--- src/rtl/centroid_writeback_seq.sv ---
// Post-convergence writeback sequencer for the k-means core.
// Reads the final centroids one at a time from the classification block,
// writes each into the core register file, then writes a status word
// (converged flag + iteration count) and raises a level interrupt that
// stays high until the host acknowledges it.
module centroid_writeback_seq #(
    parameter int centroid_num    = 8,
    parameter int log2_cent_num   = 3,
    parameter int dataWidth       = 91,
    parameter int reg_amount      = 4,
    parameter int cent_reg_base   = 0,
    parameter int status_reg_addr = 8,
    parameter int iter_cnt_width  = 8
) (
    input  logic                      clk,
    input  logic                      rst_n,
    input  logic                      start,
    input  logic                      has_converged,
    input  logic [iter_cnt_width-1:0] iter_count,
    input  logic                      abort,
    output logic [log2_cent_num-1:0]  cent_sel,
    input  logic [dataWidth-1:0]      cent_data,
    output logic [reg_amount-1:0]     reg_num,
    output logic [dataWidth-1:0]      reg_wdata,
    output logic                      reg_write,
    input  logic                      reg_ready,
    output logic                      irq,
    input  logic                      irq_ack,
    output logic                      busy
);

    localparam logic [2:0] S_IDLE   = 3'd0;
    localparam logic [2:0] S_SELECT = 3'd1;
    localparam logic [2:0] S_WRITE  = 3'd2;
    localparam logic [2:0] S_STATUS = 3'd3;
    localparam logic [2:0] S_IRQ    = 3'd4;

    localparam logic [log2_cent_num-1:0] LAST_CENT = log2_cent_num'(centroid_num - 1);
    localparam logic [log2_cent_num-1:0] ONE_CENT  = log2_cent_num'(1);

    logic [2:0]                state_q,     state_d;
    logic [log2_cent_num-1:0]  cnt_q,       cnt_d;
    logic                      conv_q,      conv_d;
    logic [iter_cnt_width-1:0] iter_q,      iter_d;
    logic [log2_cent_num-1:0]  cent_sel_q,  cent_sel_d;
    logic [reg_amount-1:0]     reg_num_q,   reg_num_d;
    logic [dataWidth-1:0]      reg_wdata_q, reg_wdata_d;
    logic                      reg_write_q, reg_write_d;
    logic                      irq_q,       irq_d;
    logic                      busy_q,      busy_d;

    // Next-state and output-register logic for the writeback sequence.
    always_comb begin
        state_d     = state_q;
        cnt_d       = cnt_q;
        conv_d      = conv_q;
        iter_d      = iter_q;
        cent_sel_d  = cent_sel_q;
        reg_num_d   = reg_num_q;
        reg_wdata_d = reg_wdata_q;
        reg_write_d = reg_write_q;
        irq_d       = irq_q;

        case (state_q)
            S_IDLE: begin
                if (start) begin
                    conv_d     = has_converged;
                    iter_d     = iter_count;
                    cnt_d      = '0;
                    cent_sel_d = '0;
                    state_d    = S_SELECT;
                end
            end
            S_SELECT: begin
                // cent_data is combinational on cent_sel, so capture it now;
                // later changes on cent_data cannot disturb the pending write.
                reg_wdata_d = cent_data;
                reg_num_d   = reg_amount'(cent_reg_base + int'(cnt_q));
                reg_write_d = 1'b1;
                state_d     = S_WRITE;
            end
            S_WRITE: begin
                if (reg_ready) begin
                    if (cnt_q == LAST_CENT) begin
                        reg_num_d   = reg_amount'(status_reg_addr);
                        reg_wdata_d = {{(dataWidth - iter_cnt_width - 1){1'b0}}, iter_q, conv_q};
                        state_d     = S_STATUS;
                    end else begin
                        reg_write_d = 1'b0;
                        cnt_d       = cnt_q + ONE_CENT;
                        cent_sel_d  = cnt_q + ONE_CENT;
                        state_d     = S_SELECT;
                    end
                end
            end
            S_STATUS: begin
                if (reg_ready) begin
                    reg_write_d = 1'b0;
                    irq_d       = 1'b1;
                    state_d     = S_IRQ;
                end
            end
            S_IRQ: begin
                if (irq_ack) begin
                    irq_d   = 1'b0;
                    state_d = S_IDLE;
                end
            end
            default: begin
                state_d = S_IDLE;
            end
        endcase

        // Cancel drops any pending write; in IDLE a start takes precedence.
        if (abort && (state_q != S_IDLE)) begin
            state_d     = S_IDLE;
            reg_write_d = 1'b0;
            irq_d       = 1'b0;
            cnt_d       = '0;
            cent_sel_d  = '0;
        end

        busy_d = (state_d != S_IDLE);
    end

    // State and registered outputs, cleared immediately by reset.
    always_ff @(posedge clk or negedge rst_n) begin
        if (!rst_n) begin
            state_q     <= S_IDLE;
            cnt_q       <= '0;
            conv_q      <= 1'b0;
            iter_q      <= '0;
            cent_sel_q  <= '0;
            reg_num_q   <= '0;
            reg_wdata_q <= '0;
            reg_write_q <= 1'b0;
            irq_q       <= 1'b0;
            busy_q      <= 1'b0;
        end else begin
            state_q     <= state_d;
            cnt_q       <= cnt_d;
            conv_q      <= conv_d;
            iter_q      <= iter_d;
            cent_sel_q  <= cent_sel_d;
            reg_num_q   <= reg_num_d;
            reg_wdata_q <= reg_wdata_d;
            reg_write_q <= reg_write_d;
            irq_q       <= irq_d;
            busy_q      <= busy_d;
        end
    end

    assign cent_sel  = cent_sel_q;
    assign reg_num   = reg_num_q;
    assign reg_wdata = reg_wdata_q;
    assign reg_write = reg_write_q;
    assign irq       = irq_q;
    assign busy      = busy_q;

endmodule

--- config.mk ---
export PLATFORM = sky130hd
export DESIGN_NAME = centroid_writeback_seq
export DESIGN_NICKNAME = d
export VERILOG_FILES = /design/src/rtl/centroid_writeback_seq.sv
export SDC_FILE = /design/constraint.sdc
export NUM_CORES = 1
export LEC_CHECK = 0
export BUFFER_PORTS_ARGS = -buffer_cell sky130_fd_sc_hd__buf_2
export CAP_MARGIN = 20
export CORE_MARGIN = 2
export CORE_UTILIZATION = 46
export CTS_CLUSTER_SIZE = 12
export DETAILED_ROUTE_END_ITERATION = 10
export PLACE_DENSITY = 0.77
export SETUP_SLACK_MARGIN = 0.3
export SLEW_MARGIN = 10
export SYNTH_ARGS = -nofsm -noshare
export SYNTH_HDL_FRONTEND = slang
export SYNTH_SLANG_ARGS = --single-unit
--- constraint.sdc ---
create_clock -name clk -period 1.78 [get_ports clk]
set_input_delay 0.356 -clock clk [delete_from_list [all_inputs] [get_ports clk]]
set_output_delay 0.356 -clock clk [all_outputs]
set_load 0.005 [all_outputs]
Word-level counts from Yosys, hierarchy flattened --
Index checks and enable logic that the tools add are counted.
Storage, ports and cells: output and inout bits 101, register bits 113, logic and storage cells 62
Cells by class: mux-type cells 27, reduce and logical (&&, ||, !) cells 13, equal/unequal tests 12, $add $sub $neg 1
Operators with widths (count):
- 91-bit two-way mux | 2
- 91-bit case mux with 2 select lines | 1
- 3-bit two-way mux | 9
- 3-bit != test (second input constant) | 5
- 3-bit case mux with 5 select lines | 1
- 3-bit nonzero test | 4
- 4-bit two-way mux | 2
- 4-bit case mux with 2 select lines | 1
- 4-bit AND reduction | 2
- 1-bit two-way mux | 7
- 3-bit by 2-bit == test with 1-bit output (second input constant) | 2
- 3-bit == test (second input constant) | 2
- 3-bit case mux with 2 select lines | 1
- 3-bit AND reduction | 2
- 2-bit != test (second input constant) | 2
- 4-bit nonzero test | 1
- 3-bit by 1-bit adder with 3-bit output (second input constant) | 1
- 3-bit by 1-bit == test with 1-bit output (second input constant) | 1
- 3-bit logical NOT | 1
- 1-bit case mux with 3 select lines | 1
- 2-bit two-way mux | 1
- 1-bit case mux with 2 select lines | 1
- 2-bit AND reduction | 1
- 2-bit nonzero test | 1
- 1-bit logical AND | 1

Longest topological paths before layout --
depth in word-level cells 6, gate-level depth with buffers 8

Worst setup path before layout --
No wires, ideal clock.
path type register -> register, from reg, netlist name cent_sel[0], to reg reg_num_q[0], in the netlist reg_num[0], required time 1.659 ns, cell stages (with the launch flop) 8, path slack 0.143 ns, buffers on the path 2, data arrival time 1.516 ns, cell sequence dfrtp_1 -> ha_1 -> ha_1 -> nand4b_1 -> a21o_1 -> buf_4 -> buf_6 -> a22o_1
RTL lines:
- to (signal assigned) | RTL line 145 | reg_num_q <= reg_num_d;
- to (decl) | RTL line 46 | logic [reg_amount-1:0] reg_num_q, reg_num_d;

Worst setup path in the final report --
from reg cent_sel_q[1], in the netlist cent_sel[1], to out cent_sel[1]
RTL lines:
- from (decl) | RTL line 45 | logic [log2_cent_num-1:0] cent_sel_q, cent_sel_d;
- from (signal assigned) | RTL line 144 | cent_sel_q <= cent_sel_d;
- to (decl) | RTL line 21 | output logic [log2_cent_num-1:0] cent_sel,
No word-level cell between the ends.

==> out/metrics.yaml <==
nets: 637
worst_slew_pin_slew_ps: 351
synth_fp_nets: 417
r2r_start: "cent_sel[1]"
rsz0062_at_grt: "yes"
antenna_found_initial: 0
cts_tree: "done"
cap_viol_max_count: 0
pwr_density_cell_nw_per_um2: 1730
numCtsBuffers: 17
overflow: 0
tns_ps: 0
hold_viol: 0
path_class: "register to primary output"
setup_viol: 0
finalWorstPathRequiredPeriod_ps: 1590
synth.yosys.seq_area_share: 0.648
drv_slew: 0
via_per_inst: 5.09
path_max_fanout: 4
worst_setup_hold_path_clk_slew_ps: 60
die_w_um: 101
dr.pass1.iters: 6
ios: 207
gp_congestion: 0.825
pre_cts_slack_ps: 48.0
synth-edff-count: 0
cts-root-buf: "clkbuf_8"
area_growth_pct: 44.7
hpwl_um: 7300
start_kind: "register"
async_flop_share: 1.00
vias: 3413
layout-drive-gt1-share: 0.508
outcome: "finished, final reports clean"
dp.cells: 630
wl_per_cell_um: 16.0
yosysWarnings: 0
syn_avg_cell_area_um2: 14.1
fillers: 700
post-route-util: 0.683
grt_pass1_wl_um: 16000
grt_pass1_vias: 3255
drt_iter0_drc: 120
ctsHtreeMaxLevel: 4
hp-class: "primary input to register"
cts_sinks: 113
clockBufferDepth: 2
grt_max_degree: 64
finalPower_mw: 10.9
finClkSkew_ps: 12.0
post-route-period-util: 0.893
worst_skew_pair.late_latency_ps: 490
numPortBuffers: 206
synthFlopType: "dfrtp_1"
power.leakage_nw: 3.33
holdWs_ps: 86.5
die_h_um: 101
final_area_um2: 6310
relSlewSlack: 0.765
ir_drop_mv: 0.912
final_antenna_net_count: 0
place_area_um2: 5550
num_rows: 35
synth_seq_cells: 113
diodes: 0
worst_setup_path_end_kind: "primary output"
syn-cell-area_um2: 4360
synth.distinct_cells: 34
initial_core_util: 0.472
wirelength_um: 10700
grt_util_all_layers: 0.202
drc_errors: 0
instances_no_fill: 670
cp.arrival_ps: 1230
crit_start: "cent_sel[1]"
die_area_um2: 10300
worst_slack_ps: 191
fmax_mhz: 629
core-area_um2: 9240
critPathRequiredTime_ps: 1420
synth_cells: 309
hp-start: "cent_data[20]"
-- placed cells by master (no fill, tap or decap), types with 2 or more instances in the layout --
master and count:
nand2_1 13, o22a_1 2, buf_12 6, mux2_2 9
buf_6 3, clkbuf_16 17, dfrtp_2 4, nor2_1 5
buf_2 204, bufinv_16 5, a22o_1 85, dfrtp_1 109
mux2i_1 12, o21ai_0 12, inv_1 4, nor2b_1 3
clkinv_2 3, clkbuf_8 4, buf_4 10, o21ai_1 2
xnor2_1 2, o211ai_1 2
-- where the power goes --
part | switching (mW) | leakage, nW | internal [mW]
logic | 1.33 | 1.62 | 1.71
registers | 0.595 | 1.40 | 3.65
clock network | 1.11 | 0.314 | 2.51
-- final cells by class --
| class | count | area [µm²] | share of cell area |
|---|---|---|---|
| Sequential cell | 113 | 2830 | 0.449 |
| Multi-Input combinational cell | 167 | 1360 | 0.216 |
| Timing Repair Buffer | 226 | 1300 | 0.206 |
| Clock buffer | 21 | 459 | 0.0728 |
| Clock inverter | 10 | 181 | 0.0288 |
| Tap cell | 129 | 161 | 0.0256 |
| Inverter | 4 | 15.0 | 0.00238 |
-- cells in the mapped netlist, types with 2 or more instances --
cell type / n / share of area
a21o_1: 2 / 0.0034
a22o_1: 85 / 0.17
buf_2: 8 / 0.0092
buf_4: 9 / 0.015
buf_6: 7 / 0.018
dfrtp_1: 113 / 0.65
ha_1: 2 / 0.0057
inv_1: 4 / 0.0034
mux2_2: 9 / 0.023
mux2i_1: 12 / 0.028
nand2_1: 13 / 0.011
nor2_1: 5 / 0.0043
nor2b_1: 3 / 0.0043
nor3_1: 2 / 0.0023
o211ai_1: 2 / 0.0034
o21ai_0: 13 / 0.015
o22a_1: 2 / 0.0040
xnor2_1: 2 / 0.0040
-- critical path, stage by stage (launching register included) --
cell	delay [ps]
dfrtp_1	380
buf_4	140
buf_6	120
buf_6	110
-- repair_timing --
action / CTS / global route
pin swaps: 0 / 1
setup buffers: 5 / 2
hold endpoints to repair: 113 / 0
hold buffers: 1 / 0
gates cloned: 0 / 1
endpoints found under the setup margin: 111 / 111
gates resized for setup: 9 / 2
-- path summary, 6_finish.rpt --
| path | end | slack (ps) | cells after the start |
|---|---|---|---|
| max in group asynchronous | reg_wdata[64] | 1050 | 3 |
| setup reg to reg | reg_wdata[51] | 200 | 6 |
| hold reg to reg | reg_wdata[4] | 490 | 2 |
| setup / recovery | cent_sel[1] | 190 | 3 |
| min in group asynchronous | reg_wdata[3] | 420 | 3 |
| hold / removal | reg_wdata[20] | 90 | 2 |
-- sequential cells by signal, summed over array words and instances, names as in the netlist --
name	cells
reg_num	4
reg_wdata	91
conv_q	1
iter_q	8
cent_sel	3
reg_write	1
irq	1
busy	1
state_q	3
-- per-layer routing --
layer  up-vias  global-route usage  routed length (µm)
met4         0              0.0904                 222
met3        19              0.0635                 753
li1       1593                   -                   -
met5         -                   0                   0
met2       165               0.312                5040
met1      1636               0.265                4690
-- cell families after synthesis --
kind of cell,synth area share
XOR/XNOR,0.00402
flip-flops,0.648
AND/OR/NAND/NOR,0.0376
adder cells (fa/ha/maj),0.00574
multiplexers,0.0508
buffers and inverters,0.0471
AO/OA/AOI/OAI,0.206
Power figures use the tool's default switching activity.
